--- src/rtl/uart_pkg.sv ---
// Shared types and helpers for the UART transmitter: FSM state encoding,
// frame geometry and the even-parity function.
package uart_pkg;

  typedef enum logic [2:0] {
    IDLE,
    START,
    DATA,
    PARITY,
    STOP
  } uart_tx_state_t;

  localparam int UART_DATA_BITS  = 8;
  localparam int UART_FRAME_BITS = 11;

  function automatic logic uart_parity(input logic [7:0] b);
    return ^b;
  endfunction

endpackage

--- src/rtl/uart_baud_gen.sv ---
// Bit-period timer: counts 0..CYCLES_PER_BIT-1 and flags the last cycle of
// each period. clear_i holds the count at zero so every state entry starts fresh.
module uart_baud_gen #(
  parameter int CYCLES_PER_BIT = 4
) (
  input  logic clk,
  input  logic nRst,
  input  logic clear_i,
  output logic bit_end_o
);

  localparam int CW = (CYCLES_PER_BIT > 1) ? $clog2(CYCLES_PER_BIT) : 1;

  logic [CW-1:0] cnt_q, cnt_d;

  assign bit_end_o = (cnt_q == CW'(CYCLES_PER_BIT - 1));

  always_comb begin
    cnt_d = cnt_q + 1'b1;
    if (clear_i || bit_end_o) cnt_d = '0;
  end

  always_ff @(posedge clk or negedge nRst) begin
    if (!nRst) cnt_q <= '0;
    else       cnt_q <= cnt_d;
  end

endmodule

--- src/rtl/uart_transmitter.sv ---
// UART transmitter: start, 8 data bits LSB-first, even parity, stop.
// Define UART_TX_FIFO_EN to place a FIFO_DEPTH-entry byte FIFO ahead of the FSM.
module uart_transmitter
  import uart_pkg::*;
#(
  parameter int BAUD_RATE      = 9600,
  parameter int CLOCK_FREQ     = 50000000,
  parameter int CYCLES_PER_BIT = CLOCK_FREQ / BAUD_RATE,
  parameter int FIFO_DEPTH     = 4
) (
  input  logic       clk,
  input  logic       nRst,
  input  logic       enable,
  input  logic [7:0] data_in,
  input  logic       data_valid,
  output logic       data_ready,
  output logic       tx,
  output logic       busy,
  output logic       tx_done
);

  if (CYCLES_PER_BIT < 1 || FIFO_DEPTH < 2 || (FIFO_DEPTH & (FIFO_DEPTH - 1)) != 0) begin : g_param_check
    $error("uart_transmitter: CYCLES_PER_BIT must be >= 1 and FIFO_DEPTH a power of 2 >= 2");
  end

  uart_tx_state_t state_q, state_d;
  logic [7:0] shift_q, shift_d;
  logic [2:0] idx_q, idx_d;
  logic       par_q, par_d;
  logic       tx_q, tx_d;
  logic       busy_q, busy_d;
  logic       done_q, done_d;
  logic       bit_end;
  logic       load;
  logic [7:0] load_byte;

  uart_baud_gen #(.CYCLES_PER_BIT(CYCLES_PER_BIT)) u_baud (
    .clk      (clk),
    .nRst     (nRst),
    .clear_i  (state_q == IDLE),
    .bit_end_o(bit_end)
  );

`ifdef UART_TX_FIFO_EN
  localparam int PW = $clog2(FIFO_DEPTH);

  logic [7:0]    fifo_mem_q [FIFO_DEPTH];
  logic [PW-1:0] wptr_q, rptr_q;
  logic [PW:0]   count_q;
  logic          push, pop;

  assign data_ready = nRst & enable & (count_q != (PW+1)'(FIFO_DEPTH));
  assign push       = data_valid & data_ready;
  assign pop        = enable & (state_q == IDLE) & (count_q != '0);
  assign load       = pop;
  assign load_byte  = fifo_mem_q[rptr_q];

  always_ff @(posedge clk) begin
    if (push) fifo_mem_q[wptr_q] <= data_in;
  end

  // Pointers wrap naturally since FIFO_DEPTH is a power of two.
  always_ff @(posedge clk or negedge nRst) begin
    if (!nRst) begin
      wptr_q  <= '0;
      rptr_q  <= '0;
      count_q <= '0;
    end else if (!enable) begin
      wptr_q  <= '0;
      rptr_q  <= '0;
      count_q <= '0;
    end else begin
      if (push) wptr_q <= wptr_q + 1'b1;
      if (pop)  rptr_q <= rptr_q + 1'b1;
      if (push && !pop)      count_q <= count_q + 1'b1;
      else if (pop && !push) count_q <= count_q - 1'b1;
    end
  end
`else
  // nRst gates ready so the handshake drops the moment reset asserts.
  assign data_ready = nRst & enable & (state_q == IDLE);
  assign load       = data_valid & data_ready;
  assign load_byte  = data_in;
`endif

  always_comb begin
    state_d = state_q;
    shift_d = shift_q;
    idx_d   = idx_q;
    par_d   = par_q;
    tx_d    = tx_q;
    done_d  = 1'b0;
    if (!enable) begin
      state_d = IDLE;
      tx_d    = 1'b1;
    end else begin
      case (state_q)
        IDLE: begin
          tx_d = 1'b1;
          if (load) begin
            shift_d = load_byte;
            par_d   = uart_parity(load_byte);
            idx_d   = '0;
            state_d = START;
            tx_d    = 1'b0;
          end
        end
        START: if (bit_end) begin
          state_d = DATA;
          tx_d    = shift_q[0];
        end
        DATA: if (bit_end) begin
          shift_d = shift_q >> 1;
          if (idx_q == 3'(UART_DATA_BITS - 1)) begin
            state_d = PARITY;
            tx_d    = par_q;
          end else begin
            idx_d = idx_q + 1'b1;
            tx_d  = shift_q[1];
          end
        end
        PARITY: if (bit_end) begin
          state_d = STOP;
          tx_d    = 1'b1;
        end
        STOP: if (bit_end) begin
          state_d = IDLE;
          done_d  = 1'b1;
        end
        default: begin
          state_d = IDLE;
          tx_d    = 1'b1;
        end
      endcase
    end
    busy_d = (state_d != IDLE);
  end

  always_ff @(posedge clk or negedge nRst) begin
    if (!nRst) begin
      state_q <= IDLE;
      shift_q <= '0;
      idx_q   <= '0;
      par_q   <= 1'b0;
      tx_q    <= 1'b1;
      busy_q  <= 1'b0;
      done_q  <= 1'b0;
    end else begin
      state_q <= state_d;
      shift_q <= shift_d;
      idx_q   <= idx_d;
      par_q   <= par_d;
      tx_q    <= tx_d;
      busy_q  <= busy_d;
      done_q  <= done_d;
    end
  end

  assign tx      = tx_q;
  assign busy    = busy_q;
  assign tx_done = done_q;

endmodule

--- config.mk ---
export PLATFORM = sky130hd
export DESIGN_NAME = uart_transmitter
export DESIGN_NICKNAME = d
export VERILOG_FILES = /design/src/rtl/uart_pkg.sv /design/src/rtl/uart_baud_gen.sv /design/src/rtl/uart_transmitter.sv
export SDC_FILE = /design/constraint.sdc
export NUM_CORES = 1
export LEC_CHECK = 0
export CAP_MARGIN = 20
export CORE_ASPECT_RATIO = 1.25
export CORE_UTILIZATION = 50
export DETAILED_ROUTE_END_ITERATION = 12
export PLACE_DENSITY = 0.67
export SKIP_CTS_REPAIR_TIMING = 1
export SLEW_MARGIN = 10
export SYNTH_ARGS = -nofsm -noshare
export SYNTH_HDL_FRONTEND = slang
export SYNTH_SLANG_ARGS = --single-unit
export TNS_END_PERCENT = 100
--- constraint.sdc ---
create_clock -name clk -period 2.2 [get_ports clk]
set_input_delay 0.44 -clock clk [delete_from_list [all_inputs] [get_ports clk]]
set_output_delay 0.44 -clock clk [all_outputs]
set_load 0.01 [all_outputs]
==> results of run 1 <==
registers in the layout (all words and copies together) (netlist names):
register      count
busy              1
idx_q             3
par_q             1
shift_q           8
state_q           3
tx                1
tx_done           1
u_baud.cnt_q     13
per-stage QoR:
stage          hold slack, ns  cell area [um^2]  cells
4_1_cts                 0.460              2080    220
3_3_place_gp            0.438              1980    212
2_1_floorplan           0.144              1740    156
5_1_grt                 0.491              2080    220
3_5_place_dp            0.451              1980    212
6_report                0.461              2080    220
logic make-up after synthesis:
kind of cell	after synthesis	share of synthesized area, %
compound gates	18	8.14
fa+ha+maj	3	2.16
flops	31	44.7
simple gates	57	21.0
buf+inv	11	3.38
xor+xnor	19	9.58
mux	17	11.0
worst paths after layout:
path                                                start                         to  cells past startpoint
worst max-delay path            u_baud.cnt_q[7]$_DFF_PN0_     shift_q[2]$_DFFE_PN0P_                      4
worst min-delay path            u_baud.cnt_q[0]$_DFF_PN0_  u_baud.cnt_q[0]$_DFF_PN0_                      1
worst max register to register  u_baud.cnt_q[7]$_DFF_PN0_     shift_q[2]$_DFFE_PN0P_                      4
worst min register to register  u_baud.cnt_q[0]$_DFF_PN0_  u_baud.cnt_q[0]$_DFF_PN0_                      1
max in group asynchronous                            nRst             tx$_DFFE_PN1P_                      2
min in group asynchronous                            nRst       state_q[2]$_DFF_PN0_                      2
synth_stat cells, types with 2 or more instances:
library cell / number
nand3_2: 2
nor4b_4: 2
a21oi_1: 3
buf_2: 5
mux2_2: 17
and4_1: 2
ha_1: 3
xor2_1: 11
nor2_1: 17
and2_1: 2
and3_2: 2
xnor2_1: 8
nand4_1: 6
o31a_1: 2
dfrtp_1: 30
nand2_1: 7
and3_1: 3
a22o_1: 2
nand3_1: 5
o21a_1: 2
inv_1: 3
and4_2: 2
report_power, final:
group	switching, mW	leakage (nW)	internal, mW
registers	0.0232	0.406	0.612
clock network	0.211	0.0505	0.284
logic	0.0662	0.442	0.0911
total	0.300	0.899	0.987
critical path: cells and delay by family, from the launching register on:
kind	cells	cell delay, ns
flops	1	0.45
simple gates	2	0.62
mux	1	0.37
compound gates	1	0.29
final cells by class:
cell class,instances,area [um^2],area share [%]
well taps,37,46.3,2.22
clock buffers,7,96.3,4.62
flip-flops and latches,31,777,37.3
repair buffers,27,243,11.7
clock inverters,1,7.51,0.360
inverters,3,11.3,0.541
multi-input cells,114,902,43.3
per-layer routing:
metal,vias up,routed length [um],global-route usage [%]
li1,603,-,-
met1,609,1350,23.0
met2,16,1700,36.6
met3,6,122,6.00
met4,0,70,10.9
met5,-,0,0
==> run metrics, run 1 <==
RSZ-0062 raised after global routing=no; drt via density=5.61; maximum VDD drop=0.580 mV; IO buf count=15; Final Cycle Share=83.6%; Synth area leader=dfrtp_1; Initial Util=around 53%; post-synth cell types=42; antenna violations before repair=0; Antenna Nets Post-Route=0; final hold vios=0; die height=roughly 68 um; die extent in x=54.7 um; via count=1234; dominant synthesized flop cell=dfrtp_1; Power Total=1.29 mW; worst path cell trace=nor4b_4 > nand3_2 > o21ai_4 > mux2_2; Layout Utilization=64.1%; Row Count=23; Leak Pwr=~0.9 nW; CTS root buf=clkbuf_8; GR Overflow Total=0; Num CTS Buffers=5; Synth top area share=43.2%; first-pass GRT wire length=about 5400 um; # nets final=slightly below 200; largest net degree at the start of global routing=16; CP arrival=2.02 ns; crit path max-delay cell type=nor4b_4; vias in the first global route=1253; Fill cells=271; Synth Net Count=171; Ports=16; Post-Syn Instances=~160; Peak Freq=roughly 540 MHz; setup TNS=0 ns; kind of critical path=reg2reg; commonest cells after routing, fill and taps aside=dfrtp_1 (30), nor2_1 (17), mux2_2 (17); Cell Pwr Density=618 mW/mm^2; Post-Place Setup Slack=0.00450 ns; post-synthesis sequential area ratio=44.7%; class of the worst hold path=reg2reg; clock transition at the registers of the reported paths=approximately 0.07 ns; layout cells sized above 1=27.9%; Final WS setup=0.362 ns; htree depth=2; Synth Cell Area=0.00174 mm^2; Routed WL=3240 um; worst-skew pair later-pin latency=about 0.29 ns; Worst Path Required=between 2 and 2.5 ns; number of DRC markers in iteration 0=18; Area Overhead vs Synth=19.9%; yosys warns=0; worst-margin pin slew=about 0.84 ns; Ant. Diodes=0; critical path capture point type=flip-flop; WL/cell=~15 um; main area contributors after synthesis=dfrtp_1 (43%), mux2_2 (11%), xor2_1 (5.5%); outcome=finished, final reports clean; CTS sink count=31; number of synthesized register bits=31; clk_skew=between 0.006 and 0.007 ns; crit-path max FO=7; Longest Clk Path Bufs=2; TritonRoute pass-1 iters=4; Slew Limit Headroom=43.7%; DRC viols=0; critical path's largest stage delay=0.46 ns; CP Launch Type=flip-flop; Tmin final=1.84 ns; gr usage total=between 20% and 30%; final setup fails=0; MaxCap Viol Count=0; Placer Congestion=approximately 0.91; ys async rst share=100%; Mean Syn Cell Area=11.1 um^2; CTS tree=done; die area=0.00372 mm^2; Post-synth EDFFs=0; Core ar.=0.00325 mm^2; most common library cell in the layout ignoring fill and taps=dfrtp_1; detailed-placement wirelength estimate=~2500 um; internal reg-to-reg setup slack=0.36 ns; Final Slew Violations=0
(Power assumes the default switching activity.)
==> run 2, diff against run 1 <==
==> constraint.sdc (replaced) <==
create_clock -name clk -period 1.9 [get_ports clk]
set_input_delay 0.38 -clock clk [delete_from_list [all_inputs] [get_ports clk]]
set_output_delay 0.38 -clock clk [all_outputs]
set_load 0.01 [all_outputs]
==> run 2 against run 1 <==
Effect of this change: clock power up 37%; flip-flop and latch count is the same; via count is 2.5% higher; sequential share of layout area fell by 0.51 points; critical path depth grew 1; design area rose by 1.4%; clock skew about the same; combinational power increased by 18%; critical endpoint is now shift_q[1]$_DFFE_PN0P_.
==> run metrics, run 2 (synthesis gave the netlist of run 1 again) <==
outcome=finished, final reports clean; Post-Layout Cell Count=222 (+0.91%); die area=0.00372 mm^2 (unchanged); Final Cycle Share=94.7% (+11 points); largest register by flop count=u_baud.cnt_q; layout cells sized above 1=28.6% (+0.78 points); final setup fails=0 (unchanged); # nets final=199 (+1.0%); CTS tree=done; Core ar.=0.00325 mm^2 (unchanged); Leak Pwr=0.920 nW (+2.4%); TritonRoute pass-1 iters=4 (unchanged); clk_skew=0.00655 ns (+0.0000431 ns); largest net degree at the start of global routing=20 (+4); Slew Limit Headroom=78.9% (+35 points); Ports=16 (unchanged); Routed WL=3600 um (+11%); Power Total=1.60 mW (+24%); Reg area=777 um^2 (unchanged); detailed-placement wirelength estimate=2670 um (+8.0%); drt via density=5.70 (+1.6%); CTS root buf=clkbuf_8; worst-skew pair later-pin latency=0.28 ns (about the same); via count=1265 (+2.5%); vias in the first global route=1244 (-0.72%); Area Overhead vs Synth=21.5%; DP Cell Count=214 (+0.94%); CTS sink count=31 (unchanged); Post-Place Setup Slack=-0.162 ns (-0.166 ns); Ant. Diodes=0 (unchanged); first-pass GRT wire length=5570 um (+3.2%); CP arrival=1.97 ns (-0.05 ns); DRC viols=0 (unchanged); IO buf count=15 (unchanged); number of DRC markers in iteration 0=25 (+7); worst hold margin=0.460 ns (-0.000557 ns); Row Count=23 (unchanged); Largest register FFs=13 (unchanged); Fill cells=265 (-2.2%); Placer Congestion=0.905 (-0.72%); kind of critical path=reg2reg; antenna violations before repair=0 (unchanged); GR Overflow Total=0 (unchanged); Num CTS Buffers=5 (unchanged); Longest Clk Path Bufs=2 (unchanged); worst-margin pin slew=0.316 ns (-0.522 ns); class of the worst hold path=reg2reg; Antenna Nets Post-Route=0 (unchanged); MaxCap Viol Count=0 (unchanged); Peak Freq=556 MHz (+2.2%); commonest cells after routing, fill and taps aside=dfrtp_1 (30), nor2_1 (17), mux2_2 (17); Worst Path Required=2.07 ns (-0.31 ns); Cell Pwr Density=756 mW/mm^2 (+22%); htree depth=2 (unchanged); die height=67.9 um (unchanged); multi-input logic area=902 um^2 (unchanged); Initial Util=53.4% (unchanged); critical path capture point type=flip-flop; clock transition at the registers of the reported paths=0.07 ns (about the same); gr usage total=21.5% (+0.18 points); die extent in x=54.7 um (unchanged); WL/cell=16.2 um (+10%); crit-path max FO=7 (unchanged); Tmin final=1.80 ns (-0.0387 ns); most common library cell in the layout ignoring fill and taps=dfrtp_1; Final Slew Violations=0 (unchanged); Top Registers=u_baud.cnt_q (13), shift_q (8); final hold vios=0 (unchanged); RSZ-0062 raised after global routing=no; maximum VDD drop=0.535 mV (-7.9%); CP Launch Type=flip-flop; Final WS setup=0.100 ns (-0.261 ns)
==> run 2: changes by cell type in the layout (fill, tap and decap cells not counted), sizes merged <==
cell,previous run,this run
buf,12,14
bufinv,0,1
clkinv,0,1
clkbuf,7,6
clkinvlp,1,0
==> run 2: metrics by stage <==
stage	area, um^2	util, %	TNS (ns)
after floorplan	1740	-	0
after global placement	1990	61.3	-0.271
after detailed placement	1990	61.3	-0.410
after CTS	2110	64.9	-0.166
after global routing	2110	64.9	0
final	2110	64.9	0
==> run 2: critical path, stage by stage (launching register included) <==
cell and delay, ns:
dfrtp_1 0.37, ha_1 0.21, nor4b_4 0.28, nand3_2 0.13, o21ai_4 0.31, mux2_2 0.38
==> run 2: final timing paths <==
path	cells after the start	slack, ns	from	endpoint
worst max-delay path	5	0.10	u_baud.cnt_q[0]$_DFF_PN0_	shift_q[1]$_DFFE_PN0P_
worst min-delay path	1	0.46	u_baud.cnt_q[0]$_DFF_PN0_	u_baud.cnt_q[0]$_DFF_PN0_
worst max register to register	5	0.10	u_baud.cnt_q[0]$_DFF_PN0_	shift_q[1]$_DFFE_PN0P_
worst min register to register	1	0.46	u_baud.cnt_q[0]$_DFF_PN0_	u_baud.cnt_q[0]$_DFF_PN0_
max in group asynchronous	2	1.14	nRst	tx$_DFFE_PN1P_
min in group asynchronous	2	0.52	nRst	state_q[2]$_DFF_PN0_
==> run 2: power breakdown <==
group / total (mW) / leakage (nW) / internal [mW] / switching [mW]
Clock: 0.676 / 0.0612 / 0.424 / 0.251
Combinational: 0.185 / 0.453 / 0.106 / 0.0795
Sequential: 0.736 / 0.406 / 0.708 / 0.0273
Total: 1.60 / 0.920 / 1.24 / 0.358
==> run 2: layout make-up <==
type	count	area share, %
Sequential cell	31	36.8
Tap cell	37	2.19
Inverter	3	0.533
Timing Repair Buffer	29	12.2
Clock inverter	2	1.66
Multi-Input combinational cell	114	42.7
Clock buffer	6	3.91
==> run 2: metal layers <==
layer | global-route usage, % | vias to the layer above | share of wire, %
met2 | 38.6 | 39 | 52
met3 | 4.67 | 9 | 4.2
met4 | 9.62 | 0 | 1.9
met5 | 0 | - | 0
li1 | - | 610 | -
met1 | 23.2 | 607 | 42
==> run 3, diff against run 2 <==
--- a/config.mk
+++ b/config.mk
@@ -8,8 +8,9 @@
 export CAP_MARGIN = 20
 export CORE_ASPECT_RATIO = 1.25
 export CORE_UTILIZATION = 50
+export CTS_BUF_LIST = sky130_fd_sc_hd__clkbuf_4 sky130_fd_sc_hd__clkbuf_8
 export DETAILED_ROUTE_END_ITERATION = 12
-export PLACE_DENSITY = 0.67
+export PLACE_DENSITY = 0.71
 export SKIP_CTS_REPAIR_TIMING = 1
 export SLEW_MARGIN = 10
 export SYNTH_ARGS = -nofsm -noshare
==> run 3 against run 2 <==
Effect of this change: largest cell class unchanged; clock power is 23% lower; worst hold slack worse by 0.0042 ns; maximum frequency is 4.0% higher; clock-buffer cell count stayed put; combinational power hardly changed; critical path depth is 1 lower.
==> run metrics, run 3 (synthesis gave the netlist of run 1 again) <==
CTS tree=done; Worst Path Required=1.52 ns (-0.55 ns); detailed-placement wirelength estimate=2520 um (-5.8%); Post-Place Setup Slack=-0.178 ns (-0.0159 ns); layout cells sized above 1=27.9% (-0.78 points); Leak Pwr=0.900 nW (-2.2%); Final Cycle Share=91.1% (-3.7 points); IO buf count=15 (unchanged); die height=67.9 um (unchanged); Layout Utilization=63.8% (-1.2 points); GR Overflow Total=0 (unchanged); Peak Freq=578 MHz (+4.0%); Longest Clk Path Bufs=2 (unchanged); Top Registers=u_baud.cnt_q (13), shift_q (8); first-pass GRT wire length=5500 um (-1.2%); worst-margin pin slew=0.336 ns (+0.0208 ns); vias in the first global route=1243 (-0.080%); Cell Pwr Density=695 mW/mm^2 (-8.1%); critical path capture point type=output port; Routed WL=3330 um (-7.6%); gr usage total=21.4% (-0.098 points); DRC viols=0 (unchanged); kind of critical path=in2out; Ports=16 (unchanged); Num CTS Buffers=5 (unchanged); Ant. Diodes=0 (unchanged); die area=0.00372 mm^2 (unchanged); Row Count=23 (unchanged); CP Launch Type=input port; drt via density=5.57 (-2.3%); Placer Congestion=0.850 (-6.1%); number of DRC markers in iteration 0=14 (-44%); TritonRoute pass-1 iters=4 (unchanged); most common library cell in the layout ignoring fill and taps=dfrtp_1; RSZ-0062 raised after global routing=no; Post-Layout Cell Count=220 (-0.90%); CP arrival=1.35 ns (-0.62 ns); # nets final=198 (-0.50%); via count=1225 (-3.2%); cells on worst reg2reg path=4 (-1); Core ar.=0.00325 mm^2 (unchanged); commonest cells after routing, fill and taps aside=dfrtp_1 (30), nor2_1 (17), mux2_2 (17); class of the worst hold path=in2async; clk_skew=0.00685 ns (+0.000298 ns); worst-skew pair later-pin latency=0.28 ns (about the same); MaxCap Viol Count=0 (unchanged); setup TNS=0 ns (unchanged); CTS sink count=31 (unchanged); maximum VDD drop=0.649 mV (+21%); Final Slew Violations=0 (unchanged); final setup fails=0 (unchanged); Power Total=1.44 mW (-9.7%); WL/cell=15.1 um (-6.8%); Largest register FFs=13 (unchanged); largest register by flop count=u_baud.cnt_q; DP Cell Count=213 (-0.47%); clock transition at the registers of the reported paths=0.07 ns (about the same); die extent in x=54.7 um (unchanged); antenna violations before repair=0 (unchanged); outcome=finished, final reports clean; Antenna Nets Post-Route=0 (unchanged); htree depth=2 (unchanged); Final WS setup=0.170 ns (+0.0697 ns); Tmin final=1.73 ns (-0.0697 ns); CTS root buf=clkbuf_8; Initial Util=53.4% (unchanged); crit-path max FO=2 (-5); final hold vios=0 (unchanged); Slew Limit Headroom=77.6% (-1.3 points); largest net degree at the start of global routing=27 (+35%); Area Overhead vs Synth=19.4%
==> run 3: changes by cell type in the layout (fill, tap and decap cells not counted) <==
cell,previous run,this run
buf_4,14,13
bufinv_16,1,0
==> run 3: per-layer routing <==
metal	up-vias	GRT usage (%)	wire length [um]	share of wire (%)
met5	-	0	0	0
met3	4	6.67	133	4.0
met4	0	8.65	43	1.3
met2	23	37.2	1760	53
met1	593	23.3	1390	42
li1	605	-	-	-
==> run 3: path summary, 6_finish.rpt <==
check | startpoint | end | slack, ns
min in group clk | u_baud.cnt_q[0]$_DFF_PN0_ | u_baud.cnt_q[0]$_DFF_PN0_ | 0.46
max in group asynchronous | nRst | tx$_DFFE_PN1P_ | 0.93
worst max-delay path | enable | data_ready | 0.17
worst min register to register | u_baud.cnt_q[0]$_DFF_PN0_ | u_baud.cnt_q[0]$_DFF_PN0_ | 0.46
worst min-delay path | nRst | state_q[0]$_DFF_PN0_ | 0.46
worst max register to register | state_q[1]$_DFF_PN0_ | shift_q[5]$_DFFE_PN0P_ | 0.18
==> run 3: metrics by stage <==
stage          area [um^2]  hold slack (ns)
4_1_cts               2070            0.462
2_1_floorplan         1740           0.0844
3_5_place_dp          1980            0.454
6_report              2070            0.456
5_1_grt               2070            0.476
3_3_place_gp          1980            0.438
==> run 3: cell type report <==
class,instances,area [um^2]
Fill cell,272,1180
Multi-Input combinational cell,114,902
Sequential cell,31,777
Timing Repair Buffer,28,250
Clock buffer,6,82.6
Tap cell,37,46.3
Inverter,3,11.3
Clock inverter,1,5.00
==> run 3: power breakdown <==
group	internal (mW)	total, mW	switching (mW)
clock network	0.284	0.518	0.234
logic	0.107	0.185	0.0786
registers	0.709	0.738	0.0287
==> run 3: worst max-delay path, stage by stage <==
cell,delay (ns)
clkdlybuf4s50_1,0.42
and2b_2,0.21
and3_1,0.18
dlymetal6s2s_1,0.16
==> RTL edit 1, RTL diff (flow settings as in run 2) <==
The option `UART_TX_FIFO_EN` is turned on by a define.
--- a/src/rtl/uart_transmitter.sv
+++ b/src/rtl/uart_transmitter.sv
@@ -1,5 +1,7 @@
 // UART transmitter: start, 8 data bits LSB-first, even parity, stop.
 // Define UART_TX_FIFO_EN to place a FIFO_DEPTH-entry byte FIFO ahead of the FSM.
+`define UART_TX_FIFO_EN
+
 module uart_transmitter
   import uart_pkg::*;
 #(
Behaviour: not the same (a bounded check fails within 4 cycles, from zero or initial values and one cycle with nRst low).
==> RTL edit 1 against run 2 <==
The run now ends with negative setup slack left; sequential cell count increased by 39; synthesized area increased by 89%; clock skew grew 0.0027 ns; combinational power rose to 6.4 times the old value; final cell count rose by 69%; design area rose by 87%; worst setup slack lost 0.25 ns; power rose to 2.7 times the old value; count of clock-buffer cells in the layout is 3 higher; maximum frequency down 12%; wire length up 56%; utilization fell by 1.8 points; critical path depth increased by 2; largest cell class is now flip-flops and latches.
==> RTL edit 1: results (changes against run 2) <==
Worst setup path
  – Crit Path Max Fanout: 2 (was 7)
  – Worst EP arrival: 2.27 ns (was 1.97 ns)
  – Slowest-stage cell, CP: or3_4 (was mux2_2)
  – Critical path startpoint: state_q[1] (was u_baud.cnt_q[0])
  – Reg2Reg Depth: 7 (was 5)
  – Critical register-to-register path endpoint: count_q[2] (was shift_q[1])
  – Worst path max stage delay: 0.41 ns (was 0.38 ns)

Yosys
  – Mux contribution to synthesized area: 9.316% (was 11.02%)
  – Synthesized instance count: 245 (was 156)
  – Synth area leaders: edfxtp_1 (29%), dfrtp_1 (28%), mux4_2 (5.5%) (was dfrtp_1 (43%), mux2_2 (11%), xor2_1 (5.5%))
  – Post-Synth XOR/XNOR Area: 5.323% (was 9.575%)
  – Post-synthesis cell type count: 45 (was 42)
  – Mapped Nets: 265 (was 171)
  – Ys async rst share: 54.29% (was 100.0%)
  – Seq/Total Area, Yosys: 58.14% (was 44.71%)
  – Synth top cells by count: dfrtp_1 (37), edfxtp_1 (32), nor2_1 (20) (was dfrtp_1 (30), mux2_2 (17), nor2_1 (17))
  – Post-synth EDFFs: 32 (was 0)
  – Synth Area in Adders: 3.270% (was 2.160%)

Timing
  – Worst-Margin Slew: 0.4765 ns (was 0.3156 ns)
  – Final setup viols: 2 (was 0)
  – Min Hold Slack: 0.1058 ns (was 0.4605 ns)
  – Layout Skew: 0.009286 ns (was 0.006554 ns)
  – Setup Total Neg Slack: -0.1637 ns (was 0 ns)
  – Final worst slack: -0.1458 ns (was 0.1003 ns)

Final layout
  – Diode count: 0 (unchanged)
  – Final #Nets: 305 (was 199)
  – Layout cells sized above 1: 23.79% (was 28.65%)
  – Filler cell count: 504 (was 265)

Place
  – Placed Instance Area: 3694 µm² (was 1992 µm²)
  – Dpl hpwl: 4.075 mm (was 2.672 mm)
  – Dpl cells: 357 (was 214)
  – Placer's final routability congestion estimate: 0.7913 (was 0.9045)
  – Dpl ws: -0.4667 ns (was -0.1619 ns)

Global route
  – Met1 usage: 22.83% (was 23.17%)
  – Vias in the first global route: 2169 (was 1244)
  – Gr usage total: 19.59% (was 21.47%)
  – Grt met2 use: 32.96% (was 38.55%)
  – First-pass GRT wire length: 9.867 mm (was 5.568 mm)
  – Pin count of the biggest net entering global routing: 39 (was 20)

Drt
  – Total routed wirelength: 5.619 mm (was 3.603 mm)
  – Via/cell ratio: 5.333 (was 5.698)
  – Wire length per cell: 14.98 µm (was 16.23 µm)
  – Detailed Routing Iterations Pass 1: 4 (unchanged)
  – Initial DRC count: 86 (was 25)

Pwr
  – Worst ir drop on vdd: 0.7019 mV (was 0.5347 mV)
  – Static Leak: 0.001586 µW (was 0.0009203 µW)

Clock tree
  – Clock latency on the worst-skew pair: 0.35 ns (was 0.28 ns)
  – Num CTS Buffers: 9 (was 5)
  – H-tree levels: 3 (was 2)
  – Root buffer cell: clkbuf_8 (unchanged)

Min path
  – Hold Path Class: in -> async (was reg -> reg)

Status
  – Status: finished with violations (was finished, final reports clean)
  – Failing checks: negative setup slack
-- RTL edit 1: routing by layer --
layer  part of all wire (%)  vias to the layer above
met3                    2.3                       12
li1                       -                      966
met1                     42                      993
met2                     54                       29
met5                      0                        -
met4                    2.2                        0
-- RTL edit 1: how the worst max path moves through the flow --
stage                      end  cells after the start
floorplan           count_q[2]                      9
global placement    count_q[2]                      8
detailed placement  count_q[2]                      8
CTS                 data_ready                      4
global route        count_q[2]                      7
finish              count_q[2]                      7
-- RTL edit 1: power breakdown --
group / total (µW) / switching (µW) / internal, µW
sequential: 1900 / 131 / 1770
combinational: 1190 / 539 / 653
clock: 1230 / 607 / 623
total: 4320 / 1280 / 3040
-- RTL edit 1: area by class of cell --
cell class	instances	area [µm²]	area share (%)
tap	85	106.4	2.695
multi-input combinational	155	1291	32.72
inverter	10	37.54	0.9512
sequential	70	1914	48.51
clock buffer	9	123.9	3.139
clock inverter	7	82.58	2.093
timing repair buffer	39	390.4	9.892
==> RTL edit 2, RTL diff (settings of run 2) <==
Made on the original files. Encoding of `uart_tx_state_t`: now one-hot (5 bits for 5 states).
--- a/src/rtl/uart_pkg.sv
+++ b/src/rtl/uart_pkg.sv
@@ -2,12 +2,12 @@
 // frame geometry and the even-parity function.
 package uart_pkg;
 
-  typedef enum logic [2:0] {
-    IDLE,
-    START,
-    DATA,
-    PARITY,
-    STOP
+  typedef enum logic [4:0] {
+    IDLE   = 5'b00001,
+    START  = 5'b00010,
+    DATA   = 5'b00100,
+    PARITY = 5'b01000,
+    STOP   = 5'b10000
   } uart_tx_state_t;
 
   localparam int UART_DATA_BITS  = 8;
Formal check against the unedited RTL: same outputs for any inputs over 10 cycles, from zero or initial values and one cycle with nRst low; not proved beyond that.
==> RTL edit 2 against run 2 <==
The run now ends with negative setup slack left; non-clock buffer count up 17; critical path type unchanged; highest routed layer unchanged; sequential cell count up 2; synthesized cell count up 28%; count of clock-buffer cells in the layout unchanged; critical endpoint is now shift_q[5]; design area up 13%; synthesized area up 9.6%; worst setup slack worse by 0.22 ns; clock skew down 0.0042 ns; global-route usage up 2.4 points; wire length up 19%.
Power is not compared: it rests on default switching activity, and its combinational part moved more than twofold at a synthesized area within 25%.
==> RTL edit 2: results (changes against run 2) <==
Status
  – Status: finished with violations (was finished, final reports clean)
  – Failing checks: negative setup slack

Place
  – Placer's final routability congestion estimate: 0.9193 (was 0.9045)
  – Dpl cells: 275 (was 214)
  – Dpl hpwl: 3.323 mm (was 2.672 mm)

Worst setup path
  – Reg2Reg Depth: 6 (was 5)
  – Slowest-stage cell, CP: or4b_4 (was mux2_2)
  – Worst path max stage delay: 0.47 ns (was 0.38 ns)
  – Critical register-to-register path endpoint: shift_q[5] (was shift_q[1])

Drt
  – Total routed wirelength: 4.295 mm (was 3.603 mm)
  – Initial DRC count: 154 (was 25)
  – Wire length per cell: 15.12 µm (was 16.23 µm)
  – Via/cell ratio: 5.715 (was 5.698)

Global route
  – Vias in the first global route: 1648 (was 1244)
  – Pin count of the biggest net entering global routing: 19 (was 20)
  – First-pass GRT wire length: 7.383 mm (was 5.568 mm)

Final layout
  – Layout cells sized above 1: 25.31% (was 28.65%)
  – Final #Nets: 259 (was 199)
  – Filler cell count: 282 (was 265)

Yosys
  – Post-synthesis cell type count: 45 (was 42)
  – Synth area leaders: dfrtp_1 (41%), xnor2_1 (6.0%), mux2_2 (5.9%) (was dfrtp_1 (43%), mux2_2 (11%), xor2_1 (5.5%))

Min path
  – Hold Path Class: in -> async (was reg -> reg)

Timing
  – Final setup viols: 11 (was 0)
  – Final worst slack: -0.1235 ns (was 0.1003 ns)
  – Max Freq: 494.2 MHz (was 555.7 MHz)
[RTL edit 2: cells by family (layout without fill, tap and decap cells)]
| family | count (synthesis) | in the layout | synth area share (%) |
|---|---|---|---|
| AOI/OAI and AO/OA | 27 | 27 | 11.04 |
| xor gates and xnor gates | 18 | 18 | 8.279 |
| adders and majority gates | 3 | 3 | 1.971 |
| buffers and inverters | 14 | 59 | 3.088 |
| DFF | 33 | 33 | 43.50 |
| muxes | 12 | 12 | 6.965 |
| and+or+nand+nor | 93 | 93 | 25.17 |
[RTL edit 2: how the worst min path moves through the flow]
| stage | to | slack [ns] | cells past startpoint | startpoint |
|---|---|---|---|---|
| 4_1_cts | state_q[3] | 0.32 | 1 | nRst |
| 5_1_grt | state_q[3] | 0.33 | 1 | nRst |
| 2_1_floorplan | busy | 0.08 | 0 | nRst |
| 3_3_place_gp | shift_q[5] | 0.49 | 1 | shift_q[5] |
| 3_5_place_dp | idx_q[2] | 0.49 | 1 | idx_q[2] |
| 6_report | state_q[3] | 0.33 | 1 | nRst |
[RTL edit 2: stage by stage]
stage          area, µm²  hold slack (ns)  worst slack, ns  TNS (ns)
2_1_floorplan       1911          0.08441         -0.08240   -0.6029
3_3_place_gp        2295           0.4892          -0.1851    -1.808
3_5_place_dp        2295           0.4927          -0.2396    -2.379
4_1_cts             2377           0.3200          -0.4007    -1.485
5_1_grt             2385           0.3313          -0.2133    -2.476
6_report            2385           0.3279          -0.1235    -1.015
[RTL edit 2: power by group]
group | switching (µW) | internal (µW) | total, µW
clock | 244 | 253 | 498
combinational | 179 | 201 | 380
sequential | 52.4 | 798 | 851
total | 476 | 1250 | 1730
[RTL edit 2: layout make-up]
cell class / count / share of cell area (%)
tap: 39 / 2.046
sequential: 33 / 34.73
clock buffer: 6 / 3.043
inverter: 5 / 0.7870
timing repair buffer: 46 / 15.84
clock inverter: 2 / 0.4197
multi-input combinational: 153 / 43.13
[RTL edit 2: per-layer routing]
layer	global-route usage, %	share of wire [%]	vias to the layer above
li1	-	-	790
met1	26.62	40	793
met2	43.92	56	31
met3	4.388	2.5	9
met4	10.30	2.0	0
met5	0	0	-
